===== config.mk =====
export PLATFORM = sky130hd
export DESIGN_NAME = store_write_buffer
export DESIGN_NICKNAME = d
export VERILOG_FILES = /design/src/rtl/store_write_buffer.sv
export SDC_FILE = /design/constraint.sdc
export NUM_CORES = 1
export LEC_CHECK = 0
export BUFFER_PORTS_ARGS = -buffer_cell sky130_fd_sc_hd__buf_2
export CAP_MARGIN = 10
export CELL_PAD_IN_SITES_DETAIL_PLACEMENT = 0
export CELL_PAD_IN_SITES_GLOBAL_PLACEMENT = 1
export CORE_ASPECT_RATIO = 2
export CORE_UTILIZATION = 38
export DETAILED_ROUTE_END_ITERATION = 6
export GPL_TIMING_DRIVEN = 0
export PLACE_DENSITY = 0.7
export SLEW_MARGIN = 30
export SYNTH_ARGS = -nofsm -noshare
export SYNTH_HDL_FRONTEND = slang
export SYNTH_SLANG_ARGS = --single-unit

===== constraint.sdc =====
create_clock -name clk -period 5.9 [get_ports clk]
set_input_delay 1.475 -clock clk [delete_from_list [all_inputs] [get_ports clk]]
set_output_delay 1.475 -clock clk [all_outputs]
set_load 0.005 [all_outputs]

===== src/rtl/store_write_buffer.sv =====
// Posted-write buffer between the MEM-stage store path and the data memory port.
// Stores queue in a circular FIFO and drain in order over a req/ack handshake.
// A store to the same word as the youngest non-head entry merges into that entry.
// Loads that hit a pending word raise ld_hit so the hazard unit can stall.
module store_write_buffer #(
  parameter int unsigned DEPTH = 4,
  parameter int unsigned CNT_W = $clog2(DEPTH) + 1
) (
  input  logic             clk,
  input  logic             reset,
  input  logic             st_valid,
  input  logic [31:0]      st_addr,
  input  logic [31:0]      st_data,
  input  logic [3:0]       st_be,
  output logic             st_ready,
  output logic             st_accept,
  input  logic             ld_valid,
  input  logic [31:0]      ld_addr,
  output logic             ld_hit,
  output logic             mem_req,
  output logic [31:0]      mem_addr,
  output logic [31:0]      mem_wdata,
  output logic [3:0]       mem_be,
  input  logic             mem_ack,
  output logic [CNT_W-1:0] count,
  output logic             empty
);

  localparam int unsigned PTR_W = $clog2(DEPTH);
  localparam int unsigned WA_W  = 30;

  // Entry storage; validity is implied by rd_ptr/count, so no reset is needed.
  logic [WA_W-1:0]  waddr_q [DEPTH];
  logic [31:0]      data_q  [DEPTH];
  logic [3:0]       be_q    [DEPTH];

  logic [PTR_W-1:0] wr_ptr_q, wr_ptr_d;
  logic [PTR_W-1:0] rd_ptr_q, rd_ptr_d;
  logic [CNT_W-1:0] count_q, count_d;

  logic             st_go;
  logic             do_merge;
  logic             do_alloc;
  logic             do_pop;
  logic [PTR_W-1:0] tail_idx;
  logic [31:0]      tail_data;
  logic [31:0]      merged_data;
  logic [PTR_W-1:0] offs;

  // Address byte-offset bits play no role in word matching.
  logic unused_addr_lsbs;
  assign unused_addr_lsbs = ^{st_addr[1:0], ld_addr[1:0]};

  // Status and head presentation, all derived from registered state.
  assign count     = count_q;
  assign empty     = (count_q == '0);
  assign st_ready  = (count_q < CNT_W'(DEPTH));
  assign mem_req   = !empty;
  assign mem_addr  = {waddr_q[rd_ptr_q], 2'b00};
  assign mem_wdata = data_q[rd_ptr_q];
  assign mem_be    = be_q[rd_ptr_q];
  assign st_accept = do_merge | do_alloc;

  // Store decision: merge into tail (never the head), else allocate if room.
  always_comb begin
    st_go       = st_valid && (st_be != 4'b0000);
    tail_idx    = wr_ptr_q - PTR_W'(1);
    tail_data   = data_q[tail_idx];
    do_merge    = st_go && (count_q >= CNT_W'(2)) &&
                  (waddr_q[tail_idx] == st_addr[31:2]);
    do_alloc    = st_go && !do_merge && st_ready;
    do_pop      = mem_req && mem_ack;
    merged_data = {st_be[3] ? st_data[31:24] : tail_data[31:24],
                   st_be[2] ? st_data[23:16] : tail_data[23:16],
                   st_be[1] ? st_data[15:8]  : tail_data[15:8],
                   st_be[0] ? st_data[7:0]   : tail_data[7:0]};
  end

  // Pointer and occupancy next state.
  always_comb begin
    wr_ptr_d = wr_ptr_q;
    rd_ptr_d = rd_ptr_q;
    if (do_alloc) wr_ptr_d = wr_ptr_q + PTR_W'(1);
    if (do_pop)   rd_ptr_d = rd_ptr_q + PTR_W'(1);
    count_d = count_q + CNT_W'(do_alloc) - CNT_W'(do_pop);
  end

  // Load hazard: compare against every live entry, including one being acked now.
  always_comb begin
    ld_hit = 1'b0;
    offs   = '0;
    for (int i = 0; i < DEPTH; i++) begin
      offs = PTR_W'(i) - rd_ptr_q;
      if ((CNT_W'(offs) < count_q) && (waddr_q[PTR_W'(i)] == ld_addr[31:2]))
        ld_hit = ld_valid;
    end
  end

  // Control state; reset empties the buffer immediately.
  always_ff @(posedge clk or posedge reset) begin
    if (reset) begin
      wr_ptr_q <= '0;
      rd_ptr_q <= '0;
      count_q  <= '0;
    end else begin
      wr_ptr_q <= wr_ptr_d;
      rd_ptr_q <= rd_ptr_d;
      count_q  <= count_d;
    end
  end

  // Entry write: fresh allocation at wr_ptr or byte-wise merge into the tail.
  always_ff @(posedge clk) begin
    if (do_alloc) begin
      waddr_q[wr_ptr_q] <= st_addr[31:2];
      data_q[wr_ptr_q]  <= st_data;
      be_q[wr_ptr_q]    <= st_be;
    end else if (do_merge) begin
      data_q[tail_idx] <= merged_data;
      be_q[tail_idx]   <= be_q[tail_idx] | st_be;
    end
  end

endmodule


==> impl_metrics.csv <==
group,metric,value,unit
power_and_ir_drop,pwr-share-comb,0.436,
critical_path,crit_path_max_incr_delay,0.58,ns
critical_path,cp_top_family,"buffers and inverters",
timing,drv_slew,0,
clocking,clock_latency,0.55,ns
power_and_ir_drop,p_per_area,493,mW/mm2
finish,area_growth,20.0,%
die,pin_count,181,
power_and_ir_drop,p_sw_frac,0.351,
drt,viasPerCell,5.51,
yosys,synthesis.area,0.0132,mm2
power_and_ir_drop,p_leak,0.00539,uW
placed_design,place_hpwl,30.4,mm
timing,period_needed,5.83,ns
die,initial_utilization,0.385,
clocking,clkTransAtPathRegs,0.06,ns
clocking,ctsHoldBuffers,0,
power_and_ir_drop,pwr-share-clk,0.235,
run,max-cap-violations,0,
yosys,yosys.area.top_type,"edfxtp_1",
critical_path,endpoint_kind,"primary output",
yosys,avgSynthCellArea,17.1,um2
power_and_ir_drop,switching_power,2740,uW
yosys,synth_cells,772,
critical_path,path_buf_inv,9,
yosys,yosysUniqueCellTypes,51,
global_routing,gr-usage-all-layers,0.229,
yosys,yosys_register_bits,271,
yosys,ys.flop_type,"edfxtp_1",
critical_path,cp.depth,16,
finish,fin_nets,1083,
power_and_ir_drop,p_seq_frac,0.328,
critical_path,worst-setup-path-type,"flop to primary output",
yosys,yosys-top-cells-area,"edfxtp_1, mux4_2, xnor2_1",
critical_path,critPathLaunchType,"flop",
yosys,async_flop_share,0.0258,
global_routing,grt_pass1_wl,57.4,mm
power_and_ir_drop,internal_power,5060,uW
drt,wire_per_inst,27.8,um
timing,setup_ws,0.0715,ns
critical_path,path_common_cell,"buf_6",
critical_path,crit_chain,"buf_6, buf_12, buf_12, clkinv_8, clkbuf_16, ha_1, buf_6, mux4_2, xnor2_4, nand4_1, or4_4, or2_1, buf_6, buf_6, nand2_1, buf_2",
global_routing,grt-ovfl-total,0,
finish,utilization,0.462,
status,outcome,"completed",
clocking,cts_made_buffers,26,
die,core_area,0.0342,mm2
drt,vias,7852,
yosys,synth_warnings,0,
critical_path,rr_worst_depth,19,
power_and_ir_drop,total_power,7800,uW
timing,worstMarginPinSlew,1.02,ns
drt,drc,0,
critical_path,crit_required,4.43,ns
die,die-area,0.0354,mm2
timing,fmax,172,MHz
yosys,ys_seq_area_frac,0.615,
critical_path,critPathSlowestCell,"mux4_2",
global_routing,antenna_found_initial,3,
placed_design,place_congestion,0.902,
global_routing,grt_pass1_vias,8653,
clocking,clock_sinks,271,
finish,final.fill_count,3040,
clocking,htree_levels,1,
timing,finalSetupViolCount,0,
drt,wl,39.5,mm
die,row_count,96,
finish,final_cell_mix,"edfxtp_1, buf_2, xnor2_1",
power_and_ir_drop,vdd_ir_drop_max,0.000302,V
critical_path,worstPathArrival,4.35,ns
clocking,clockBufferDepth,3,
worst_hold_path,min_path_type,"flop to flop",
critical_path,path_max_fanout,11,
timing,slew_headroom,0.321,
die,dieWidth,134,um
finish,drive_gt1_frac,0.355,
drt,dr.pass1.iters,5,
finish,final_common_cell,"edfxtp_1",
placed_design,portBuffers,155,
timing,hold_violations,0,
drt,drtAntennaViolNets,0,
yosys,synth_edf_count,264,
yosys,synth_top_area_share,0.602,
global_routing,grt_max_degree,31,
timing,finClkSkew,0.0202,ns
clocking,cts_tree,"built",
placed_design,detailedPlace.worstSlack,-1.09,ns
clocking,clockRootBuffer,"clkbuf_16",
timing,post-route-period-util,0.988,
worst_hold_path,holdPathStages,1,
drt,first_iter_violations,410,
die,die_y,265,um
final timing paths:
check	slack (ns)	start	endpoint
max in group asynchronous	4.79	reset	wr_ptr_q[1]
min reg2reg	0.68	count[0]	count[0]
max reg2reg	1.03	wr_ptr_q[0]	count[2]
min	0.68	count[0]	count[0]
max	0.07	wr_ptr_q[0]	st_accept
min in group asynchronous	0.88	reset	count[0]
power by group through the flow:
stage	Combinational, uW	Sequential [uW]	Clock [uW]
after floorplan	1970	2550	0
after global placement	3140	2590	0
after detailed placement	3190	2600	0
after CTS	3380	2560	1860
after global routing	3610	2580	1910
final	3400	2560	1840
synth_stat cells (2+ instances only):
master     count
a211oi_1       2
a21o_1         4
a21oi_1        6
a22o_1         2
and2_1         4
and3_1         4
buf_1          8
buf_2          8
buf_4          4
buf_6          4
clkbuf_1      30
dfrtp_1        7
edfxtp_1     264
ha_1          12
inv_1         16
mux2i_1       28
mux4_1         5
mux4_2        85
nand2_1       13
nand2b_1       4
nand3_1        5
nand4_1       26
nor2_1         5
nor3_1         4
nor4_1        18
o2111ai_1      3
o21ai_0       11
o21ai_1        5
o22ai_1        2
o2bb2ai_1      4
o31ai_1       16
xnor2_1      101
xor2_1        44
final cells by class:
type	count	area, um2	share of cell area
sequential	271	8100	0.513
clock inverter	17	253	0.0160
timing repair buffer	165	851	0.0538
antenna	3	7.51	0.000475
inverter	17	76.3	0.00483
clock buffer	27	676	0.0428
tap	441	552	0.0349
multi-input combinational	430	4910	0.311
buffer	54	374	0.0237
metrics by stage:
step           std cells  setup TNS, ns  hold slack [ns]  instance area (um2)
6_report            1425              0            0.685                15800
5_1_grt             1424       -0.00189            0.706                15800
4_1_cts             1421              0            0.685                15700
3_5_place_dp        1372         -84.29            0.675                14600
3_3_place_gp        1369        -229.70            0.668                14500
2_1_floorplan        773              0            0.592                13200
sequential cells by signal, indices dropped and copies added, names as in the netlist:
name	cells
be_q	16
count	3
wr_ptr_q	2
waddr_q	120
data_q	128
rd_ptr_q	2
layer usage:
metal / up-vias / global-route usage / wire (um)
li1: 3460 / - / -
met3: 108 / 0.0286 / 1660
met1: 3992 / 0.214 / 12300
met4: 0 / 0.177 / 3140
met2: 292 / 0.438 / 22400
met5: - / 0 / 0
kinds of logic (layout without fill, tap and decap cells):
kind of cell	count (synthesis)	in the layout	synth area share
compound gates	65	65	0.0348
xor+xnor	145	145	0.0965
fa+ha+maj	13	13	0.0129
buf+inv	72	280	0.0259
flops	271	271	0.615
mux	119	119	0.178
other cells	1	5	0.000285
simple gates	86	86	0.0367
what timing repair did:
| item | CTS | global route |
|---|---|---|
| buffers inserted | 6 | 1 |
| pin swaps | 3 | 2 |
| gates resized for setup | 31 | 12 |
| setup endpoints to repair | 268 | 1 |
(Power assumes the default switching activity.)
